**config.mk**
```make
export PLATFORM = sky130hd
export DESIGN_NAME = vga_sync_gen
export DESIGN_NICKNAME = d
export VERILOG_FILES = /design/src/rtl/vga_timing_pkg.sv /design/src/rtl/vga_pix_tick.sv /design/src/rtl/vga_sync_gen.sv
export SDC_FILE = /design/constraint.sdc
export NUM_CORES = 1
export LEC_CHECK = 0
export CAP_MARGIN = 20
export CORE_MARGIN = 2
export CORE_UTILIZATION = 40
export DETAILED_ROUTE_END_ITERATION = 10
export PLACE_DENSITY = 0.64
export SLEW_MARGIN = 20
export SYNTH_ARGS = -nofsm -noshare
export SYNTH_HDL_FRONTEND = slang
export SYNTH_HIERARCHICAL = 1
export SYNTH_SLANG_ARGS = --single-unit
```
**constraint.sdc**
```tcl
create_clock -name clk -period 2.5 [get_ports clk]
set_input_delay 0.5 -clock clk [delete_from_list [all_inputs] [get_ports clk]]
set_output_delay 0.5 -clock clk [all_outputs]
set_load 0.05 [all_outputs]
```
**src/rtl/vga_timing_pkg.sv**
```systemverilog
`default_nettype none
// ============================================================================
// Module      : vga_timing_pkg
// Description : 640x480@60 raster constants, counter widths, the registered
//               control-flag bundle and a sync-window helper.
// Revision    : 1.0  initial release
// ============================================================================
package vga_timing_pkg;

  localparam int H_ACTIVE = 640;
  localparam int H_FP     = 16;
  localparam int H_SYNC   = 96;
  localparam int H_BP     = 48;
  localparam int H_TOTAL  = H_ACTIVE + H_FP + H_SYNC + H_BP;

  localparam int V_ACTIVE = 480;
  localparam int V_FP     = 10;
  localparam int V_SYNC   = 2;
  localparam int V_BP     = 33;
  localparam int V_TOTAL  = V_ACTIVE + V_FP + V_SYNC + V_BP;

  // Widths of the pixel-coordinate ports (raw counter values).
  localparam int H_CNT_W  = $clog2(H_TOTAL);
  localparam int V_CNT_W  = $clog2(V_TOTAL);

  // Single-bit outputs that are registered together.
  typedef struct packed {
    logic hsync;
    logic vsync;
    logic video_on;
    logic line_start;
    logic frame_start;
  } vga_ctl_t;

  // True when lo <= val < lo+len (unsigned).
  function automatic logic in_window(input logic [15:0] val,
                                     input logic [15:0] lo,
                                     input logic [15:0] len);
    return (val >= lo) && (val < (lo + len));
  endfunction

endpackage
`default_nettype wire

```
**src/rtl/vga_pix_tick.sv**
```systemverilog
`default_nettype none
// ============================================================================
// Module      : vga_pix_tick
// Description : Divide-by-CLK_DIV clock enable. adv is high during the clk
//               cycle whose edge should advance the raster counters.
// Revision    : 1.0  initial release
// ============================================================================
module vga_pix_tick
  import vga_timing_pkg::*;
#(
  parameter int CLK_DIV = 4
) (
  input  logic clk,
  input  logic reset,
  output logic adv
);

  // CLK_DIV=1 still needs a 1-bit counter; it simply stays at zero.
  localparam int DW = (CLK_DIV > 1) ? $clog2(CLK_DIV) : 1;

  logic [DW-1:0] div_cnt_q;
  logic [DW-1:0] div_cnt_d;

  assign adv = (div_cnt_q == DW'(CLK_DIV - 1));

  // Count 0..CLK_DIV-1 and wrap.
  always_comb begin
    div_cnt_d = div_cnt_q + 1'b1;
    if (adv) begin
      div_cnt_d = '0;
    end
  end

  // Divider state register.
  always_ff @(posedge clk or posedge reset) begin
    if (reset) begin
      div_cnt_q <= '0;
    end else begin
      div_cnt_q <= div_cnt_d;
    end
  end

endmodule
`default_nettype wire

```
**src/rtl/vga_sync_gen.sv**
```systemverilog
`default_nettype none
// ============================================================================
// Module      : vga_sync_gen
// Description : VGA raster timing generator running from the board clock with
//               a pixel clock-enable. All outputs are registered and decoded
//               from the next counter values so they move with the counters.
//               Optional macro VGA_FRAME_CNT_EN adds the 8-bit frame_cnt port.
// Revision    : 1.0  initial release
// ============================================================================
module vga_sync_gen
  import vga_timing_pkg::*;
#(
  parameter int   CLK_DIV  = 4,
  parameter int   H_ACTIVE = vga_timing_pkg::H_ACTIVE,
  parameter int   H_FP     = vga_timing_pkg::H_FP,
  parameter int   H_SYNC   = vga_timing_pkg::H_SYNC,
  parameter int   H_BP     = vga_timing_pkg::H_BP,
  parameter int   V_ACTIVE = vga_timing_pkg::V_ACTIVE,
  parameter int   V_FP     = vga_timing_pkg::V_FP,
  parameter int   V_SYNC   = vga_timing_pkg::V_SYNC,
  parameter int   V_BP     = vga_timing_pkg::V_BP,
  parameter logic SYNC_POL = 1'b0
) (
  input  logic               clk,
  input  logic               reset,
  output logic               pix_tick,
  output logic               hsync,
  output logic               vsync,
  output logic               video_on,
  output logic [H_CNT_W-1:0] pix_x,
  output logic [V_CNT_W-1:0] pix_y,
  output logic               line_start,
  output logic               frame_start
`ifdef VGA_FRAME_CNT_EN
  ,
  output logic [7:0]         frame_cnt
`endif
);

  localparam int H_TOT = H_ACTIVE + H_FP + H_SYNC + H_BP;
  localparam int V_TOT = V_ACTIVE + V_FP + V_SYNC + V_BP;
  localparam int HW    = $clog2(H_TOT);
  localparam int VW    = $clog2(V_TOT);

  logic               adv;
  logic [HW-1:0]      h_cnt_q, h_cnt_d;
  logic [VW-1:0]      v_cnt_q, v_cnt_d;
  vga_ctl_t           ctl_q, ctl_d;
  logic               pix_tick_q;
  logic [H_CNT_W-1:0] pix_x_q;
  logic [V_CNT_W-1:0] pix_y_q;

  vga_pix_tick #(
    .CLK_DIV (CLK_DIV)
  ) u_pix_tick (
    .clk   (clk),
    .reset (reset),
    .adv   (adv)
  );

  // Next raster position; hold between pixel enables.
  always_comb begin
    h_cnt_d = h_cnt_q;
    v_cnt_d = v_cnt_q;
    if (adv) begin
      if (h_cnt_q == HW'(H_TOT - 1)) begin
        h_cnt_d = '0;
        if (v_cnt_q == VW'(V_TOT - 1)) begin
          v_cnt_d = '0;
        end else begin
          v_cnt_d = v_cnt_q + 1'b1;
        end
      end else begin
        h_cnt_d = h_cnt_q + 1'b1;
      end
    end
  end

  // Decode outputs from the next position so they change with the counters.
  always_comb begin
    ctl_d.hsync       = in_window(16'(h_cnt_d), 16'(H_ACTIVE + H_FP), 16'(H_SYNC))
                        ? SYNC_POL : ~SYNC_POL;
    ctl_d.vsync       = in_window(16'(v_cnt_d), 16'(V_ACTIVE + V_FP), 16'(V_SYNC))
                        ? SYNC_POL : ~SYNC_POL;
    ctl_d.video_on    = (h_cnt_d < HW'(H_ACTIVE)) && (v_cnt_d < VW'(V_ACTIVE));
    ctl_d.line_start  = adv && (h_cnt_d == '0);
    ctl_d.frame_start = adv && (h_cnt_d == '0) && (v_cnt_d == '0);
  end

  // Counter and output registers; reset parks the raster on the last pixel.
  always_ff @(posedge clk or posedge reset) begin
    if (reset) begin
      h_cnt_q           <= HW'(H_TOT - 1);
      v_cnt_q           <= VW'(V_TOT - 1);
      pix_tick_q        <= 1'b0;
      pix_x_q           <= H_CNT_W'(H_TOT - 1);
      pix_y_q           <= V_CNT_W'(V_TOT - 1);
      ctl_q.hsync       <= ~SYNC_POL;
      ctl_q.vsync       <= ~SYNC_POL;
      ctl_q.video_on    <= 1'b0;
      ctl_q.line_start  <= 1'b0;
      ctl_q.frame_start <= 1'b0;
    end else begin
      h_cnt_q    <= h_cnt_d;
      v_cnt_q    <= v_cnt_d;
      pix_tick_q <= adv;
      pix_x_q    <= H_CNT_W'(h_cnt_d);
      pix_y_q    <= V_CNT_W'(v_cnt_d);
      ctl_q      <= ctl_d;
    end
  end

  assign pix_tick    = pix_tick_q;
  assign hsync       = ctl_q.hsync;
  assign vsync       = ctl_q.vsync;
  assign video_on    = ctl_q.video_on;
  assign line_start  = ctl_q.line_start;
  assign frame_start = ctl_q.frame_start;
  assign pix_x       = pix_x_q;
  assign pix_y       = pix_y_q;

`ifdef VGA_FRAME_CNT_EN
  logic [7:0] frame_cnt_q;

  // Frames since reset, bumped on the edge that raises frame_start.
  always_ff @(posedge clk or posedge reset) begin
    if (reset) begin
      frame_cnt_q <= 8'd0;
    end else if (ctl_d.frame_start) begin
      frame_cnt_q <= frame_cnt_q + 8'd1;
    end
  end

  assign frame_cnt = frame_cnt_q;
`endif

endmodule
`default_nettype wire
```
==> metrics.csv <==
stage,metric,value,unit
run_status,status,finished clean,
route,initial DRC count,103,
critical_path,Buf/Inv on CP,1,
power,Peak VDD IR,212,µV
critical_path,CP arrival,1.89,ns
power,Sw Ratio,20.6,%
critical_path,worst setup path startpoint,pix_x[2],
power,Clock Power Share,41.4,%
critical_path,Crit Path Max Fanout,14,
yosys,Synth Cell Area,1650,µm²
critical_path,slowest CP cell,clkdlybuf4s50_1,
global_route,vias in the first global route,1492,
route,vias per cell,5.65,
critical_path,Crit Path Class,reg -> out,
sta,headroom to the max-slew limit,65.8,%
power,Pwr Density,360,nW/µm²
yosys,post-synthesis async set-or-reset flop share,100,%
yosys,Synth Area in Adders,3.03,%
die,initial core utilization,41.5,%
power,Comb pwr share,1.5,%
route,DR pass1 iterations,4,
placed_design,DP Area,2070,µm²
clock_tree,CTS tree,yes,
route,WL/cell,16.2,µm
global_route,GRT Util Overall,20.6,%
placed_design,dpl ws,0.0665,ns
clock_tree,Num CTS Buffers,3,
final_layout,area of the multi-input gates,926,µm²
yosys,"area leader, netlist",dfrtp_1,
yosys,main flop type after synthesis,dfrtp_1,
yosys,register area share after synthesis,43.4,%
final_layout,fin area,2210,µm²
die,row count,23,
sta,Hold WS,0.392,ns
yosys,largest family of logic cells by synthesized area,simple AND/OR/NAND/NOR gates,
sta,Max Fclk,419,MHz
job,Max Cap Violations,0,
power,Switching Power,164,µW
placed_design,HPWL after DPL,3170,µm
critical_path,Worst Setup End Kind,output port,
final_layout,register area,723,µm²
route,post-route ant nets,0,
clock_tree,later-pin clock latency in the skew report,0.28,ns
sta,Final Max Tran Viols,0,
sta,setup slack after layout,0.114,ns
critical_path,CP required,2.00,ns
yosys,Synth area leaders,"dfrtp_1 (24%), dfstp_2 (19%), nand4_1 (4.9%), nor2_1 (4.1%), nand2_1 (3.9%)",
sta,RSZ-0062 raised after global routing,false,
power,Int Pwr,631,µW
yosys,Yosys warning total,6,
final_layout,share of cells above drive strength 1,23.2,%
yosys,mux contribution to synthesized area,1.37,%
critical_path,reg-to-reg startpoint,pix_x[0],
sta,# setup viols final,0,
min_path,Worst Hold Class,in -> async,
yosys,syn_nets,189,
yosys,number of flops mapped to enable cells by yosys,0,
critical_path,CP cell instances,clkdlybuf4s50_1,
global_route,initial antenna violation count,0,
global_route,first-pass GRT wire length,7240,µm
sta,Total Negative Setup Slacks,0,ns
sta,crit share post-route,95.4,%
placed_design,IO buf count,27,
critical_path,family with the most delay on the worst path,buffers and inverters,
final_layout,number of nets in the layout,227,
final_layout,final core utilization,55.5,%
sta,final worst path period need,2.39,ns
power,Reg power frac,57.1,%
yosys,Mapped Cells,183,
sta,Hold Fails Final Rpt,0,
sta,Worst Skew,0.000887,ns
route,drt drc,0,
yosys,simple-gate share of the synthesized area,27.6,%
die,die area,4650,µm²
final_layout,area delta synth->final,33.8,%
die,Die Wd,68.2,µm
sta,worst slew pin tran,0.511,ns
clock_tree,clk buf depth,2,
die,Vert. Die Dim,68.2,µm
route,Vias,1525,
die,core box area,3970,µm²
clock_tree,clock root buffer,clkbuf_8,
yosys,Synth Area in Compound Gates,13.4,%
clock_tree,CTS sink cnt,28,
global_route,GRT overflow,0,
clock_tree,CTS H-Tree Depth,1,
yosys,Syn Area/Cell,9.01,µm²
critical_path,CP max stage delay,0.87,ns
die,IO Pins,28,
final_layout,Antenna Cells,0,
yosys,Cell variety after synth,43,
route,total wire length,4390,µm
yosys,xor-xnor portion of the synthesized cell area,5.84,%
yosys,area share of the largest cell type after synthesis,24.3,%
clock_tree,Worst-path clk slew,0.10,ns
yosys,Synth Register Bits,28,
critical_path,CP Launch Type,register,
global_route,largest net degree at the start of global routing,27,
final_layout,fillers,364,
power,Lkg Pwr,0.909,nW
placed_design,GP Congestion,0.870,
[power by group through the flow]
stage,clock (mW),combinational (mW),sequential [mW]
final,0.329,0.0117,0.453
after global routing,0.359,0.0141,0.454
after CTS,0.338,0.0128,0.454
after detailed placement,0,0.0127,0.461
after global placement,0,0.0122,0.461
after floorplan,0,0.00669,0.461
[Yosys cell counts (2+ instances only)]
cell type,count
nand4_1,13
buf_2,2
mux2_2,2
nor2_1,18
or2_2,3
a21o_1,2
nor4_1,6
a41o_1,2
xnor2_1,5
a21oi_1,11
a211oi_1,3
inv_1,12
clkbuf_1,5
nand2_1,17
a31oi_1,3
dfrtp_1,16
o21ai_0,7
dfstp_2,12
nand3_1,5
ha_1,4
nor3_1,8
xor2_1,6
[logic make-up after synthesis]
kind of cell,count (synthesis)
compound gates,34
xor+xnor,11
fa+ha+maj,4
buf+inv,21
flops,28
mux,2
simple gates,83
[what timing repair did]
action / in CTS / in global routing
endpoints found under the setup margin: 0 / 2
hold buffers: 0 / 0
hold endpoints to repair: 0 / 0
setup buffers: 0 / 2
resized for setup: 0 / 9
[path summary, 6_finish.rpt]
| kind | end | slack, ns | depth (start not counted) |
|---|---|---|---|
| min | u_pix_tick/div_cnt_q[0] | 0.39 | 2 |
| min in group clk | u_pix_tick/div_cnt_q[0] | 0.45 | 1 |
| max in group asynchronous | pix_x[8] | 1.60 | 3 |
| max reg2reg | vsync | 0.13 | 7 |
| max | pix_x[2] | 0.11 | 1 |
| min reg2reg | u_pix_tick/div_cnt_q[0] | 0.45 | 1 |
[layout by cell type (no fill, tap or decap), types with 2 or more instances in the layout]
cell             count
a211oi_1             3
a21o_1               2
a21oi_1             11
a31oi_1              3
a41o_1               2
buf_4               15
clkbuf_8             3
clkdlybuf4s50_1     27
dfrtp_1             16
dfstp_2             10
dfstp_4              2
ha_1                 2
inv_1               12
nand2_1             17
nand3_1              4
nand4_1             13
nor2_1              18
nor3_1               6
nor3_2               2
nor4_1               3
nor4_2               3
o21ai_0              7
or2_2                3
or3_4                2
xnor2_1              5
xor2_1               5
[area by class of cell]
type / instances / share of cell area (%)
Tap cell: 50 / 2.84
Sequential cell: 28 / 32.8
Multi-Input combinational cell: 134 / 42.0
Clock buffer: 4 / 3.01
Timing Repair Buffer: 42 / 17.4
Inverter: 12 / 2.04
[metal layers]
| metal | global-route usage [%] | vias up | part of all wire, % |
|---|---|---|---|
| met5 | 0 | - | 0 |
| met2 | 34.8 | 39 | 51 |
| met1 | 28.0 | 753 | 44 |
| li1 | - | 729 | - |
| met4 | 5.25 | 0 | 0.80 |
| met3 | 2.30 | 4 | 3.4 |
[through the flow]
stage,power [mW],std cells
3_3_place_gp,0.474,264
5_1_grt,0.827,270
3_5_place_dp,0.474,264
2_1_floorplan,0.468,183
4_1_cts,0.805,268
6_report,0.794,270
[registers in the layout (all words and copies together), names as in the netlist]
signal                count
video_on                  1
line_start                1
hsync                     1
pix_x                    10
vsync                     1
frame_start               1
pix_y                    10
pix_tick                  1
u_pix_tick/div_cnt_q      2
No activity file was read; power rests on OpenSTA's default activity.
